==> config.mk <==
export PLATFORM = sky130hd
export DESIGN_NAME = clock_divider_bank
export DESIGN_NICKNAME = d
export VERILOG_FILES = /design/src/rtl/clock_divider_bank.sv
export SDC_FILE = /design/constraint.sdc
export NUM_CORES = 1
export LEC_CHECK = 0
export CORE_AREA = 2 2 39 41
export DETAILED_ROUTE_END_ITERATION = 16
export DIE_AREA = 0 0 41 43
export PLACE_DENSITY = 0.54
export SLEW_MARGIN = 10
export SYNTH_ARGS = -nofsm -noshare
export SYNTH_HDL_FRONTEND = slang
export SYNTH_SLANG_ARGS = --single-unit
export TNS_END_PERCENT = 20
==> constraint.sdc <==
create_clock -name clock -period 1.6 [get_ports clock]
set_clock_uncertainty 0.1 [all_clocks]
set_input_delay 0.4 -clock clock [delete_from_list [all_inputs] [get_ports clock]]
set_output_delay 0.4 -clock clock [all_outputs]
set_load 0.1 [all_outputs]
==> src/rtl/clock_divider_bank.sv <==
// N-stage binary clock divider bank with per-stage phase ticks and a selectable processor clock.
// Define CLKDIV_RUNTIME_SEL_EN to enable run-time changes of the processor clock ratio.
module clock_divider_bank #(
  parameter int STAGES       = 3,
  parameter int PROC_DEFAULT = 2,
  parameter int SEL_W        = 4
) (
  input  logic              clock,
  input  logic              reset,
  input  logic              run,
  input  logic              sel_req,
  input  logic [SEL_W-1:0]  sel,
  output logic [STAGES-1:0] div_clk,
  output logic [STAGES-1:0] tick,
  output logic              proc_clk,
  output logic              sel_ack
);

  logic [STAGES-1:0] cnt_q, cnt_d;
  logic [STAGES-1:0] tick_q, tick_d;
  logic              proc_clk_q, proc_clk_d;
  logic              sel_ack_q, sel_ack_d;
  logic [SEL_W-1:0]  active_sel_d;
  logic              proc_bit;

  always_comb begin
    cnt_d = cnt_q;
    if (run) cnt_d = cnt_q + STAGES'(1);
  end

  // A stage ticks when the next count has its low bits equal to 1 followed by zeros.
  for (genvar gi = 0; gi < STAGES; gi++) begin : g_tick
    localparam int PAT  = 1 << gi;
    localparam int MASK = (2 << gi) - 1;
    assign tick_d[gi] = run && ((int'(cnt_d) & MASK) == PAT);
  end

`ifdef CLKDIV_RUNTIME_SEL_EN
  logic [SEL_W-1:0] active_sel_q;
  logic [SEL_W-1:0] pend_sel_q, pend_sel_d;
  logic             pend_vld_q, pend_vld_d;
  logic [SEL_W-1:0] sel_clamped;
  logic             wrap;

  assign wrap = run && (cnt_q == {STAGES{1'b1}});

  always_comb begin
    sel_clamped = sel;
    if (sel == '0)
      sel_clamped = SEL_W'(1);
    else if (sel > SEL_W'(STAGES))
      sel_clamped = SEL_W'(STAGES);
  end

  // A request arriving on the wrap edge itself takes effect immediately.
  always_comb begin
    active_sel_d = active_sel_q;
    pend_sel_d   = pend_sel_q;
    pend_vld_d   = pend_vld_q;
    sel_ack_d    = 1'b0;
    if (wrap && sel_req) begin
      active_sel_d = sel_clamped;
      pend_vld_d   = 1'b0;
      sel_ack_d    = 1'b1;
    end else if (wrap && pend_vld_q) begin
      active_sel_d = pend_sel_q;
      pend_vld_d   = 1'b0;
      sel_ack_d    = 1'b1;
    end else if (sel_req) begin
      pend_sel_d = sel_clamped;
      pend_vld_d = 1'b1;
    end
  end

  always_ff @(posedge clock or posedge reset) begin
    if (reset) begin
      active_sel_q <= SEL_W'(PROC_DEFAULT);
      pend_sel_q   <= '0;
      pend_vld_q   <= 1'b0;
    end else begin
      active_sel_q <= active_sel_d;
      pend_sel_q   <= pend_sel_d;
      pend_vld_q   <= pend_vld_d;
    end
  end
`else
  logic unused_sel;
  assign unused_sel   = ^{sel_req, sel};
  assign active_sel_d = SEL_W'(PROC_DEFAULT);
  assign sel_ack_d    = 1'b0;
`endif

  // proc_clk tracks the next counter bit of the stage that will be active after this edge.
  always_comb begin
    proc_bit = 1'b0;
    for (int i = 0; i < STAGES; i++) begin
      if (active_sel_d == SEL_W'(i + 1)) proc_bit = cnt_d[i];
    end
    proc_clk_d = run ? proc_bit : proc_clk_q;
  end

  always_ff @(posedge clock or posedge reset) begin
    if (reset) begin
      cnt_q      <= '0;
      tick_q     <= '0;
      proc_clk_q <= 1'b0;
      sel_ack_q  <= 1'b0;
    end else begin
      cnt_q      <= cnt_d;
      tick_q     <= tick_d;
      proc_clk_q <= proc_clk_d;
      sel_ack_q  <= sel_ack_d;
    end
  end

  assign div_clk  = cnt_q;
  assign tick     = tick_q;
  assign proc_clk = proc_clk_q;
  assign sel_ack  = sel_ack_q;

endmodule
**Yosys cells after proc, flatten, opt, wreduce, memory -nomap -nowiden**

Cells that the tools add are included.

- Add/subtract/negate cells: 1
- Multipliers: 0
- Div/mod/pow operators: 0
- $lt $le $gt $ge: 0
- Equality and inequality tests: 2
- Shifts and indexed selects: 0
- Muxes and demuxes: 1
- Bitwise logic cells: 0
- Reduce and logical (&&, ||, !) cells: 3

Operator list:

| operator | number |
|---|---|
| adder 3 x 1 -> 3 bit, second input constant | 1 |
| == test 3 bit, second input constant | 1 |
| logical AND 1 bit | 3 |
| 2-to-1 mux 3 bit | 1 |
| == test 2 bit, second input constant | 1 |

- Register bits: 7
- Bits in latches: 0
- RAM bits: 0
- Bits in read-only memories: 0
- Input port bits: 8
- Output and inout port bits: 8
- Memories kept: 0

**Longest topological paths before layout**

Gate-level depths: netlist (run 1).

- Word-level depth: 4
- Mapped depth: 4
- Mapped depth without buffers: 4

**Least setup slack after synthesis (run 1)**

OpenSTA, ideal clock, no wires.

- Kind: flip-flop to flip-flop
- Start: register cnt_q[1] (netlist: div_clk[1])
- End: register cnt_q[1] (netlist: div_clk[1])
- Data arrival time: 1,471 ps
- Required time: 1,373 ps
- Setup slack: -98 ps
- Stages on the path, launching flop included: 4
- Path buffers: 0
- Path through: dfrtp_1 -> ha_1 -> nand2_1 -> o21ai_0

- Word-level cells in the longest chain between the ends: 2

Ends and longest elaborated chain:

| item | line | text |
|---|---|---|
| start, declared | 19 | `logic [STAGES-1:0] cnt_q, cnt_d;` |
| start signal, assigned | 109 | `cnt_q <= cnt_d;` |
| adder 3 x 1 -> 3 bit | 28 | `if (run) cnt_d = cnt_q + STAGES'(1);` |
| 2-to-1 mux 3 bit * | 28 |  |
| net cnt_d[1] | 19 |  |

The timed path passes the listed nets; every way through them passes the cells marked *.
A chain may end at the register's enable or synchronous reset.

**Worst setup path after layout (run 1)**

- Start: register cnt_q[2] (netlist: div_clk[2])
- End: output div_clk[2]

RTL lines:

| item | line | text |
|---|---|---|
| end, declared | 13 | `output logic [STAGES-1:0] div_clk,` |

No word-level cell between the ends.

==> results of run 1 <==
==> logic make-up after synthesis <==
kind of cell / share of synthesized area
and+or+nand+nor: 0.0885
AOI/OAI and AO/OA: 0.0354
DFF: 0.619
xor gates and xnor gates: 0.0620
adders and majority gates: 0.0885
other: 0.0133
buffers and inverters: 0.0929
==> layer usage <==
layer | up-vias | global-route usage | routed length [µm]
met2 | 9 | 0.0938 | 228
met4 | 0 | 0.120 | 21
met5 | - | 0 | 0
met3 | 4 | 0.0471 | 45
li1 | 97 | - | -
met1 | 91 | 0.0924 | 205
==> metrics by stage <==
step	hold WS, ns	instance area, µm²	utilization	worst slack (ns)
after floorplan	0.103	285	-	0.161
after global placement	0.463	465	0.336	0.101
after detailed placement	0.463	465	0.336	0.0846
after CTS	0.282	492	0.355	0.198
after global routing	0.312	492	0.355	0.176
final	0.267	492	0.355	0.210
==> flip-flops by register name, indices dropped and copies added, names as in the netlist <==
name / count
proc_clk: 1
div_clk: 3
tick: 3
==> worst paths after layout <==
| path | slack [ns] | cells past startpoint | startpoint | end |
|---|---|---|---|---|
| setup / recovery | 0.21 | 1 | div_clk[2] | div_clk[2] |
| hold / removal | 0.27 | 2 | reset | tick[0] |
| setup reg to reg | 0.43 | 3 | div_clk[0] | proc_clk |
| hold reg to reg | 0.47 | 1 | div_clk[2] | div_clk[2] |
| max in group asynchronous | 0.91 | 2 | reset | div_clk[0] |
| min in group clock | 0.47 | 1 | div_clk[2] | div_clk[2] |
==> final cells by class <==
type                            instances  area, µm²  share of cell area
Multi-Input combinational cell         12       81.3               0.165
Sequential cell                         7        178               0.361
Clock buffer                            4       26.3              0.0534
Tap cell                               16       20.0              0.0407
Inverter                                5       18.8              0.0382
Timing Repair Buffer                   10        168               0.341
==> cells in the mapped netlist, drive strengths merged <==
| master | number |
|---|---|
| nor2 | 1 |
| nand2 | 3 |
| dfrtp | 7 |
| o21ai | 2 |
| nor3 | 1 |
| inv | 5 |
| buf | 1 |
| conb | 1 |
| xnor2 | 2 |
| ha | 2 |
==> metrics.yaml, run 1 <==
grt_max_degree: 8
rsz0062_at_grt: "false"
io_pins: 16
worstPathArrival_ns: 0.89
viasPerCell: 3.72
post_drt_wl_per_cell_um: 9.28
status: "finished clean"
hold_viol: 0
crit_chain: "buf_12"
insertion_delay_ns: 0.26
hp-class: "primary input to asynchronous set/reset pin"
final_cell_mix: "buf_12 (7), inv_1 (5), dfrtp_1 (5)"
cts_tree: "built"
fin_crit_ns: 1.39
path_delay_family: "flip-flops"
grt_use_total: 0.0860
antenna_found_initial: 0
syn_avg_cell_area_um2: 11.3
cts-root-buf: "clkbuf_4"
drc: 0
first_iter_violations: 0
antenna_left: 0
grt_pass1_vias: 206
syn_inst: 25
portBuffers: 9
synthesis.area_um2: 283
ys_ff_latch: 7
cp-end-kind: "output pin"
n_antenna_cell: 0
setup_viol: 0
cp.required_ns: 1.10
yosysSeqAreaShare: 0.619
drv_cap: 0
die_h_um: 43
core_um2: 1380
critPathLaunchType: "register"
synth_top_area_share: 0.619
final_common_cell: "buf_12"
cts_max_level: 1
synth_cell_types: 10
place_inst: 50
hold_buffers: 0
cts.sinks: 7
ctsResizeCount: 0
vias: 201
rows: 14
synthTopCellsByArea: "dfrtp_1 (62%), ha_1 (8.8%), inv_1 (6.6%)"
fin_cells: 54
grt-ovfl-total: 0
cts_buffers: 3
fmax_ghz: 0.720
firstDrtPassIters: 1
post-route-period-util: 0.869
drv_slew: 0
dp_hpwl_um: 374
synthesis.nets: 35
max_stage_delay_ns: 0.43
critPathMaxFanout: 3
grt_pass1_wl_um: 862
place.gp.congestion: 0.718
synth_warnings: 0
wirelength_um: 501
post_cts_buffers: 0
slowest_stage: "dfrtp_1"
cp_num_buf_inv: 1
clk_path_buf_depth: 2
critPathKind: "register to output pin"
synth_top_area_cell: "dfrtp_1"
clk_pin_slew_ns: 0.05
finalNetCount: 49
fillers: 143
start_util: 0.204
dieArea_um2: 1760
area_growth_pct: 73.9
die_width_um: 41
finalSetupTns_ns: 0
drive_gt1_frac: 0.368
Power of run 1 is not shown: default switching activity piles up to over one toggle a cycle in this logic, so the estimate is an artifact.
==> run 2, diff against run 1 <==
--- a/config.mk
+++ b/config.mk
@@ -5,6 +5,7 @@
 export SDC_FILE = /design/constraint.sdc
 export NUM_CORES = 1
 export LEC_CHECK = 0
+export ABC_CLOCK_PERIOD_IN_PS = 1600
 export CORE_AREA = 2 2 39 41
 export DETAILED_ROUTE_END_ITERATION = 16
 export DIE_AREA = 0 0 41 43
==> results of run 2 <==
No change in the layout: final DEF, timing and power equal those of run 1.
Power of run 2 is left out for the same reason.
==> run 3, diff against run 2 <==
--- a/config.mk
+++ b/config.mk
@@ -5,7 +5,7 @@
 export SDC_FILE = /design/constraint.sdc
 export NUM_CORES = 1
 export LEC_CHECK = 0
-export ABC_CLOCK_PERIOD_IN_PS = 1600
+export ABC_CLOCK_PERIOD_IN_PS = 1800
 export CORE_AREA = 2 2 39 41
 export DETAILED_ROUTE_END_ITERATION = 16
 export DIE_AREA = 0 0 41 43
==> constraint.sdc (replaced) <==
create_clock -name clock -period 1.8 [get_ports clock]
set_clock_uncertainty 0.1 [all_clocks]
set_input_delay 0.45 -clock clock [delete_from_list [all_inputs] [get_ports clock]]
set_output_delay 0.45 -clock clock [all_outputs]
set_load 0.1 [all_outputs]
==> run 3 against run 2 <==
Compared with the run above: worst setup slack improved by 0.13 ns; final area decreased by 0.51%; hold slack better by 0.053 ns; sequential share of layout area shrank 0.33 points; global-route usage is 0.092 points higher; first-iteration DRC count is the same.
==> metrics.yaml, run 3 (synthesis gave the netlist of run 1 again) <==
holdWs_ns: 0.321  # was 0.267 ns
clk_pin_slew_ns: 0.05  # about the same
cp-end-kind: "output pin"  # unchanged
critPathMaxFanout: 3  # unchanged
post_drt_wl_per_cell_um: 8.81  # was 9.28 µm
antenna_left: 0  # unchanged
fmax_ghz: 0.686
drc: 0  # unchanged
insertion_delay_ns: 0.26  # about the same
core_um2: 1380  # unchanged
r2r-start: "div_clk[0]"  # unchanged
finalSetupTns_ns: 0  # unchanged
cp_num_buf_inv: 1  # unchanged
first_iter_violations: 0  # unchanged
viasPerCell: 3.69  # was 3.72
start_util: 0.204  # unchanged
max_stage_delay_ns: 0.44  # was 0.43 ns
critPathKind: "register to output pin"  # unchanged
ctsResizeCount: 0  # unchanged
cts_max_level: 1  # unchanged
r2r_cells: 3  # unchanged
cp.required_ns: 1.25  # was 1.10 ns
dp_hpwl_um: 339  # was 374 µm
portBuffers: 9  # unchanged
crit_chain: "buf_12"  # unchanged
fin_crit_ns: 1.46
rows: 14  # unchanged
io_pins: 16  # unchanged
setup_viol: 0  # unchanged
drv_cap: 0  # unchanged
firstDrtPassIters: 1  # unchanged
path_delay_family: "flip-flops"  # unchanged
critPathLaunchType: "register"  # unchanged
grt_pass1_vias: 213  # was 206
grt_use_total: 0.0870  # was 0.0860
r2r_slack_ns: 0.63  # was 0.43 ns
grt-ovfl-total: 0  # unchanged
cts_tree: "built"  # unchanged
grt_pass1_wl_um: 876  # was 862 µm
fin_area_um2: 489  # was 492 µm²
clk_path_buf_depth: 2  # unchanged
dieArea_um2: 1760  # unchanged
rsz0062_at_grt: "false"  # unchanged
grt_max_degree: 8  # unchanged
vias: 199  # was 201
wirelength_um: 476  # was 501 µm
final_cell_mix: "dfrtp_1 (7), buf_12 (7), inv_1 (5)"  # was buf_12 (7), inv_1 (5), dfrtp_1 (5)
hp-class: "primary input to asynchronous set/reset pin"  # unchanged
slowest_stage: "dfrtp_1"  # unchanged
finalNetCount: 49  # unchanged
cts_buffers: 3  # unchanged
post_cts_buffers: 0  # unchanged
place.gp.congestion: 0.753  # was 0.718
postPlaceCellArea_um2: 463  # was 465 µm²
cts.sinks: 7  # unchanged
drv_slew: 0  # unchanged
hold_viol: 0  # unchanged
antenna_found_initial: 0  # unchanged
drive_gt1_frac: 0.316  # was 0.368
utilization: 0.354  # was 0.355
status: "finished clean"  # unchanged
die_width_um: 41  # unchanged
area_growth_pct: 73.0  # was 73.9%
hold_buffers: 0  # unchanged
post-route-period-util: 0.810
n_antenna_cell: 0  # unchanged
cts-root-buf: "clkbuf_4"  # unchanged
die_h_um: 43  # unchanged
reg2reg_to: "proc_clk"  # unchanged
worstPathArrival_ns: 0.91  # was 0.89 ns
==> run 3: cell counts in the layout (fill, tap and decap cells not counted) <==
Identical to the previous run, type by type.
==> run 3: how the worst max path moves through the flow <==
stage | start | slack, ns | endpoint | cells after the start
floorplan | div_clk[1] | 0.10 | div_clk[1] | 3
global placement | run | 0.25 | tick[2] | 4
global route | div_clk[2] | 0.30 | div_clk[2] | 1
finish | div_clk[2] | 0.34 | div_clk[2] | 1
detailed placement | run | 0.26 | tick[2] | 4
CTS | div_clk[2] | 0.34 | div_clk[2] | 1
==> run 3: routing by layer <==
layer | global-route usage | vias to the layer above | wire [µm]
li1 | - | 97 | -
met1 | 0.0888 | 87 | 187
met2 | 0.100 | 13 | 222
met3 | 0.0628 | 2 | 55
met4 | 0.100 | 0 | 10
met5 | 0 | - | 0
==> run 3: layout make-up <==
class	instances	area [µm²]
Fill cell	133	895
Sequential cell	7	175
Timing Repair Buffer	10	168
Multi-Input combinational cell	12	81.3
Clock buffer	4	26.3
Tap cell	16	20.0
Inverter	5	18.8
==> run 3: metrics by stage <==
stage          cells  setup WS [ns]
5_1_grt           54          0.296
6_report          54          0.342
3_5_place_dp      50          0.257
4_1_cts           54          0.336
2_1_floorplan     25          0.102
3_3_place_gp      50          0.252
Power of run 3 is left out for the same reason.
